--- src/rtl/gray_counter_param_if.sv ---
// Control and count bundle for gray_counter_param.
// master drives en/up/load/ld_gray and observes y/bin/tc.
interface gray_counter_param_if #(
  parameter int WIDTH = 3
);
  logic             en;
  logic             up;
  logic             load;
  logic [WIDTH-1:0] ld_gray;
  logic [WIDTH-1:0] y;
  logic [WIDTH-1:0] bin;
  logic             tc;

  modport master (
    output en, up, load, ld_gray,
    input  y, bin, tc
  );

  modport slave (
    input  en, up, load, ld_gray,
    output y, bin, tc
  );
endinterface

--- src/rtl/gray_counter_param.sv ---
// Up/down WIDTH-bit Gray counter with enable, Gray load and terminal count.
// Ports: clk, rst (async active-low), io (en, up, load, ld_gray -> y, bin, tc).
module gray_counter_param #(
  parameter int          WIDTH   = 3,
  parameter int unsigned RST_VAL = 0
) (
  input  logic               clk,
  input  logic               rst,
  gray_counter_param_if.slave io
);

  localparam logic [WIDTH-1:0] RST_B = WIDTH'(RST_VAL);
  localparam logic [WIDTH-1:0] RST_G = RST_B ^ (RST_B >> 1);

  logic [WIDTH-1:0] b_q, b_d;
  logic [WIDTH-1:0] y_q, y_d;

  function automatic logic [WIDTH-1:0] gray2bin(
    input logic [WIDTH-1:0] g
  );
    logic [WIDTH-1:0] r;
    r[WIDTH-1] = g[WIDTH-1];
    for (int i = WIDTH - 2; i >= 0; i--) begin
      r[i] = r[i+1] ^ g[i];
    end
    return r;
  endfunction

  always_comb begin
    b_d = b_q;
    if (io.load) begin
      b_d = gray2bin(io.ld_gray);
    end else if (io.en) begin
      if (io.up) b_d = b_q + WIDTH'(1);
      else       b_d = b_q - WIDTH'(1);
    end
    // Gray image of the next binary value; equals ld_gray on a load.
    y_d = b_d ^ (b_d >> 1);
  end

  always_ff @(posedge clk or negedge rst) begin
    if (!rst) begin
      b_q <= RST_B;
      y_q <= RST_G;
    end else begin
      b_q <= b_d;
      y_q <= y_d;
    end
  end

  assign io.bin = b_q;
  assign io.y   = y_q;
  assign io.tc  = io.en & ~io.load &
                  (io.up ? (&b_q) : ~(|b_q));

endmodule

--- src/flat_wrapper.sv ---
// flat-port wrapper written by rule: the top's interface ports become plain ports
module gray_counter_param_flat 
#(
  parameter int          WIDTH   = 3,
  parameter int unsigned RST_VAL = 0
)
  (clk, rst, io_en, io_up, io_load, io_ld_gray, io_y, io_bin, io_tc);
  gray_counter_param_if #(.WIDTH(WIDTH)) io_i ();
  input  logic clk;
  input  logic rst;
  input wire logic [$bits(io_i.en)-1:0] io_en;
  input wire logic [$bits(io_i.up)-1:0] io_up;
  input wire logic [$bits(io_i.load)-1:0] io_load;
  input wire logic [$bits(io_i.ld_gray)-1:0] io_ld_gray;
  output wire logic [$bits(io_i.y)-1:0] io_y;
  output wire logic [$bits(io_i.bin)-1:0] io_bin;
  output wire logic [$bits(io_i.tc)-1:0] io_tc;
  assign io_i.en = io_en;
  assign io_i.up = io_up;
  assign io_i.load = io_load;
  assign io_i.ld_gray = io_ld_gray;
  assign io_y = io_i.y;
  assign io_bin = io_i.bin;
  assign io_tc = io_i.tc;
  gray_counter_param #(.WIDTH(WIDTH), .RST_VAL(RST_VAL)) u_core (.clk(clk), .rst(rst), .io(io_i));
endmodule
--- config.mk ---
export PLATFORM = sky130hd
export DESIGN_NAME = gray_counter_param_flat
export DESIGN_NICKNAME = d
export VERILOG_FILES = /design/src/rtl/gray_counter_param_if.sv /design/src/rtl/gray_counter_param.sv /design/src/flat_wrapper.sv
export SDC_FILE = /design/constraint.sdc
export NUM_CORES = 1
export LEC_CHECK = 0
export CORE_AREA = 2 2 39 41
export CTS_BUF_LIST = sky130_fd_sc_hd__clkbuf_4
export DETAILED_ROUTE_END_ITERATION = 8
export DIE_AREA = 0 0 41 43
export PLACE_DENSITY = 0.62
export SLEW_MARGIN = 10
export SYNTH_ARGS = -nofsm -noshare
export SYNTH_HDL_FRONTEND = slang
export SYNTH_SLANG_ARGS = --single-unit
--- constraint.sdc ---
create_clock -name clk -period 2.6 [get_ports clk]
set_input_delay 0.65 -clock clk [delete_from_list [all_inputs] [get_ports clk]]
set_output_delay 0.65 -clock clk [all_outputs]
set_load 0.05 [all_outputs]
==> results.py, run 1 <==
metrics = {
    "outcome": {
        "outcome": "complete, no violations",
    },
    "synthesis": {
        "netlist_area_um2": 323,
        "yosysSeqAreaShare_pct": 38.8,
        "ys_types": 19,
        "synth-seq-cells": 5,
        "ys.flop_type": "dfrtp_1",
        "yosys_warnings": 0,
        "synth-async-reset-ratio_pct": 100,
        "synthTopCellsByArea": "dfrtp_1 39%, xnor2_1 8.1%, xor2_1 8.1%, fa_1 6.2%, o21ai_0 4.7%",
        "syn_area_per_cell_um2": 9.78,
        "synthCells": 33,
        "synth.top_cell.area_share_pct": 38.8,
        "synth_edf_count": 0,
        "synth_top_area_cell": "dfrtp_1",
        "synth_fp_nets": 42,
    },
    "power_and_ir_drop": {
        "power.density_nw_per_um2": 779,
        "leakage_nw": 0.220,
        "peakVddDrop_mv": 0.166,
    },
    "cts": {
        "postCtsHoldBufs": 0,
        "clk_pin_slew_ps": 40,
        "cts_root_buffer": "clkbuf_4",
        "clock-sinks": 5,
        "ctsHtreeMaxLevel": 1,
        "numCtsBuffers": 3,
        "cts_buffer_depth": 2,
        "tritoncts": "built",
        "clkLatencyLatePin_ps": 230,
        "postCtsSetupBuffers": 0,
        "cts_resized": 0,
    },
    "sta": {
        "drv_slew": 0,
        "fin_tns_setup_ps": 0,
        "fin_skew_ps": 1.40,
        "period_needed_ps": 2430,
        "hold_viol": 0,
        "max_slew_margin_pct": 67.3,
        "post-route-period-util_pct": 93.4,
        "setup-violations-final": 0,
        "hold_ws_ps": 634,
        "worst_slew_pin_slew_ps": 489,
        "max_freq_mhz": 412,
        "rsz0062_at_grt": "false",
    },
    "floorplan": {
        "chipWidth_um": 41,
        "die-area_um2": 1760,
        "coreArea_um2": 1380,
        "ioPinCount": 15,
        "initial_core_util_pct": 23.3,
        "num_rows": 14,
        "die_h_um": 43,
    },
    "route": {
        "ant_nets": 0,
        "drtIter0Drc": 2,
        "drcViolationCount": 0,
        "postRouteWirelength_um": 644,
        "dr.pass1.iters": 2,
        "via_per_inst": 4.35,
        "wl_per_cell_um": 9.76,
        "vias": 287,
    },
    "setup_path": {
        "crit_arrival_ps": 1780,
        "slowest_stage": "clkdlybuf4s50_1",
        "critical_path_class": "in -> out",
        "end_kind": "output port",
        "cp-start-kind": "input port",
        "path_buf_inv": 2,
        "crit_path_max_fanout": 4,
        "path_cells": "clkdlybuf4s50_1 > nand4_1 > o41ai_1 > and3b_1 > buf_12",
        "cpPeakStageDelay_ps": 550,
        "crit_family": "buffers and inverters",
        "critPathRequiredTime_ps": 1950,
    },
    "global_routing": {
        "grt_pass1_vias": 307,
        "grt-ovfl-total": 0,
        "grt_use_total_pct": 9.34,
        "antenna_found_initial": 0,
        "grt_max_degree": 11,
        "grt_pass1_wl_um": 1100,
    },
    "placement": {
        "dp_cells": 62,
        "port_buffers": 14,
        "hpwlAfterDp_um": 548,
        "place_congestion": 0.733,
    },
    "job": {
        "max-cap-violations": 0,
    },
    "layout": {
        "diodes": 0,
        "final_cells": 66,
        "drive_gt1_share_pct": 14.0,
        "syn2layout_area_growth_pct": 60.5,
        "final_util_pct": 37.4,
        "fillers": 154,
        "layout.nets": 60,
    },
    "min_path": {
        "worst_hold_path_type": "in -> async",
    },
}
-- routing by layer --
metal	routed length, µm	GRT usage (%)	up-vias
met3	34	0	0
met4	0	10.0	0
met5	0	0	-
met1	249	10.6	132
li1	-	-	145
met2	359	14.1	10
-- stage by stage --
step                      power, mW  setup WS (ps)  area [µm²]
after floorplan               0.244            415         323
after global placement        0.306            123         488
after detailed placement      0.312           68.6         488
after CTS                     0.411            158         518
after global routing          0.429           98.5         518
final                         0.404            171         518
-- layout make-up --
type                            instances  area (µm²)  area share [%]
Multi-Input combinational cell         24         178            34.3
Timing Repair Buffer                   15         158            30.4
Sequential cell                         5         125            24.2
Clock buffer                            4        30.0            5.80
Tap cell                               16        20.0            3.86
Inverter                                2        7.51            1.45
-- where the power goes --
part	leakage, nW	switching, mW	total (mW)	internal, mW
Combinational	0.143	0.121	0.197	0.0757
Sequential	0.0588	0.0156	0.111	0.0957
Clock	0.0184	0.0275	0.0956	0.0681
-- logic make-up after synthesis --
| family | synth area share [%] |
|---|---|
| XOR/XNOR | 16.3 |
| AND/OR/NAND/NOR | 19.0 |
| adder cells (fa/ha/maj) | 6.20 |
| AO/OA/AOI/OAI | 13.6 |
| buffers and inverters | 6.20 |
| flip-flops | 38.8 |
-- worst register-to-register path: stages (launching register included) --
cell and delay, ps:
dfrtp_1 420, inv_1 110, fa_1 440, xnor2_1 150
or4b_1 490, nand3_2 90, xor2_1 150
-- state kept, by name, indices dropped and copies added, names as in the netlist --
register and count:
u_core.io.bin 3, u_core.io.y 2
-- final timing paths --
kind                                             from                          to  slack (ps)  depth (start not counted)
max in group asynchronous                         rst    u_core.io.y[0]$_DFF_PN0_        1780                          1
min in group clk           u_core.io.bin[2]$_DFF_PN0_  u_core.io.bin[2]$_DFF_PN0_         670                          2
min reg2reg                u_core.io.bin[2]$_DFF_PN0_  u_core.io.bin[2]$_DFF_PN0_         670                          2
min                                               rst  u_core.io.bin[1]$_DFF_PN0_         630                          1
max                                             io_up                       io_tc         170                          5
max reg2reg                u_core.io.bin[0]$_DFF_PN0_    u_core.io.y[1]$_DFF_PN0_         660                          6
-- cell usage after synthesis, drive strengths merged, types with 2 or more instances --
master and number:
nor2 2, buf 2, nand2 3, inv 2, xor2 3, xnor2 3, dfrtp 5, o21ai 3
-- cells in the final DEF (no fill, tap or decap), drive strengths merged --
cell type and count:
clkdlybuf4s50 13, dfrtp 5, clkbuf 4, nand2 3
o21ai 3, xor2 3, xnor2 3, nor2 2
inv 2, buf 2, a21oi 1, o21a 1
nand4 1, o41ai 1, and3b 1, or4b 1
nand3b 1, a22oi 1, nand3 1, fa 1
(Power assumes the default switching activity.)
==> run 2, diff against run 1 <==
--- a/config.mk
+++ b/config.mk
@@ -5,6 +5,7 @@
 export SDC_FILE = /design/constraint.sdc
 export NUM_CORES = 1
 export LEC_CHECK = 0
+export CAP_MARGIN = 0
 export CORE_AREA = 2 2 39 41
 export CTS_BUF_LIST = sky130_fd_sc_hd__clkbuf_4
 export DETAILED_ROUTE_END_ITERATION = 8
==> results of run 2 <==
The final DEF is identical to that of run 1; final timing and power are the same.
==> run 3, diff against run 2 <==
--- a/config.mk
+++ b/config.mk
@@ -10,6 +10,7 @@
 export CTS_BUF_LIST = sky130_fd_sc_hd__clkbuf_4
 export DETAILED_ROUTE_END_ITERATION = 8
 export DIE_AREA = 0 0 41 43
+export GPL_TIMING_DRIVEN = 0
 export PLACE_DENSITY = 0.62
 export SLEW_MARGIN = 10
 export SYNTH_ARGS = -nofsm -noshare
==> results.py, run 3 (synthesis results as in run 1) <==
metrics = {
    "cts": {
        "cts_buffer_depth": 2,
        "clkLatencyLatePin_ps": 240,
        "numCtsBuffers": 3,
        "clk_pin_slew_ps": 40,
        "clock-sinks": 5,
        "postCtsSetupBuffers": 0,
        "ctsHtreeMaxLevel": 1,
        "cts_root_buffer": "clkbuf_4",
        "tritoncts": "built",
    },
    "min_path": {
        "worst_hold_path_type": "in -> async",
    },
    "layout": {
        "final_cells": 67,
        "largest_register_ffs": 3,
        "syn2layout_area_growth_pct": 57.4,
        "drive_gt1_share_pct": 15.7,
        "final_cell_mix": "13 x clkdlybuf4s50_1, 5 x dfrtp_1, 4 x clkbuf_4",
        "layout_commonest_cell": "clkdlybuf4s50_1",
        "diodes": 0,
        "final_util_pct": 36.7,
        "layout.nets": 61,
    },
    "route": {
        "dr.pass1.iters": 3,
        "vias": 293,
        "drtIter0Drc": 3,
        "postRouteWirelength_um": 593,
        "via_per_inst": 4.37,
        "drcViolationCount": 0,
        "wl_per_cell_um": 8.85,
        "ant_nets": 0,
    },
    "sta": {
        "setup-violations-final": 0,
        "period_needed_ps": 2470,
        "fin_skew_ps": 0.957,
        "hold_ws_ps": 631,
        "hold_viol": 0,
        "max_slew_margin_pct": 67.3,
        "rsz0062_at_grt": "false",
        "worst_slew_pin_slew_ps": 489,
        "post-route-period-util_pct": 94.9,
        "drv_slew": 0,
        "max_freq_mhz": 405,
    },
    "setup_path": {
        "critPathRequiredTime_ps": 1950,
        "end_kind": "output port",
        "crit_path_max_fanout": 4,
        "critical_path_class": "in -> out",
        "cp-start-kind": "input port",
        "slowest_stage": "clkdlybuf4s50_1",
        "crit_arrival_ps": 1820,
        "r2r-start": "u_core.io.bin[0]$_DFF_PN0_",
        "path_cells": "clkdlybuf4s50_1 > nand4_1 > o41ai_1 > and3b_1 > buf_2",
        "cpPeakStageDelay_ps": 550,
        "reg2reg_slack_ps": 720,
        "r2r-end": "u_core.io.y[1]$_DFF_PN0_",
        "reg2regPathDepth": 6,
    },
    "placement": {
        "place_congestion": 0.705,
        "hpwlAfterDp_um": 490,
        "dp_cells": 63,
        "port_buffers": 14,
    },
    "floorplan": {
        "ioPinCount": 15,
        "die_h_um": 43,
        "coreArea_um2": 1380,
        "chipWidth_um": 41,
        "die-area_um2": 1760,
        "num_rows": 14,
        "initial_core_util_pct": 23.3,
    },
    "power_and_ir_drop": {
        "power.density_nw_per_um2": 793,
        "leakage_nw": 0.221,
        "peakVddDrop_mv": 0.157,
    },
    "global_routing": {
        "grt_pass1_vias": 241,
        "grt_max_degree": 11,
        "grt_pass1_wl_um": 890,
        "grt-ovfl-total": 0,
        "grt_use_total_pct": 7.65,
        "antenna_found_initial": 0,
    },
    "job": {
        "max-cap-violations": 0,
    },
    "outcome": {
        "outcome": "complete, no violations",
    },
}
## run 3: changes by cell type in the layout (fill, tap and decap cells not counted)
cell	previous run	this run
buf_12	1	0
buf_2	0	2
## run 3: where the power goes
part | internal (mW) | leakage, nW | switching (mW)
Combinational | 0.0762 | 0.144 | 0.119
Sequential | 0.0957 | 0.0588 | 0.0153
Clock | 0.0682 | 0.0184 | 0.0282
## run 3: per-layer routing
layer / track usage (%) / share of wire, %
met2: 11.9 / 49
met1: 8.44 / 42
met4: 8.00 / 2.5
met5: 0 / 0
met3: 0 / 6.6
## run 3: worst max path at each step
stage,startpoint,end,slack [ps],cells past startpoint
2_1_floorplan,u_core.io.bin[0]$_DFF_PN0_,u_core.io.y[1]$_DFF_PN0_,410,6
5_1_grt,io_up,io_tc,50,5
3_5_place_dp,io_up,io_tc,-410,5
6_report,io_up,io_tc,130,5
4_1_cts,io_up,io_tc,5,5
3_3_place_gp,io_up,io_tc,-420,5
## run 3: worst max-delay path: cells and delay by family
family                 cells  cell delay (ps)
buffers and inverters      2              800
AND/OR/NAND/NOR            2              300
AO/OA/AOI/OAI              1               70
## run 3: cell type report
cell class	count	area (µm²)
Sequential cell	5	125
Multi-Input combinational cell	24	178
Inverter	2	7.51
Timing Repair Buffer	14	135
Buffer	2	12.5
Fill cell	162	876
Tap cell	16	20.0
Clock buffer	4	30.0
## run 3: what timing repair did
action | CTS | global route
gates cloned | 0 | 0
endpoints found under the setup margin | 1 | 1
gates resized for setup | 3 | 2
hold endpoints to repair | 0 | 0
hold buffers | 0 | 0
## run 3: stage by stage
step / total power, mW / TNS, ps / setup WS, ps / cell area (µm²)
2_1_floorplan: 0.244 / 0 / 415 / 323
3_3_place_gp: 0.308 / -419 / -419 / 483
3_5_place_dp: 0.311 / -414 / -414 / 483
4_1_cts: 0.410 / 0 / 4.51 / 514
5_1_grt: 0.428 / 0 / 51.3 / 508
6_report: 0.403 / 0 / 133 / 508
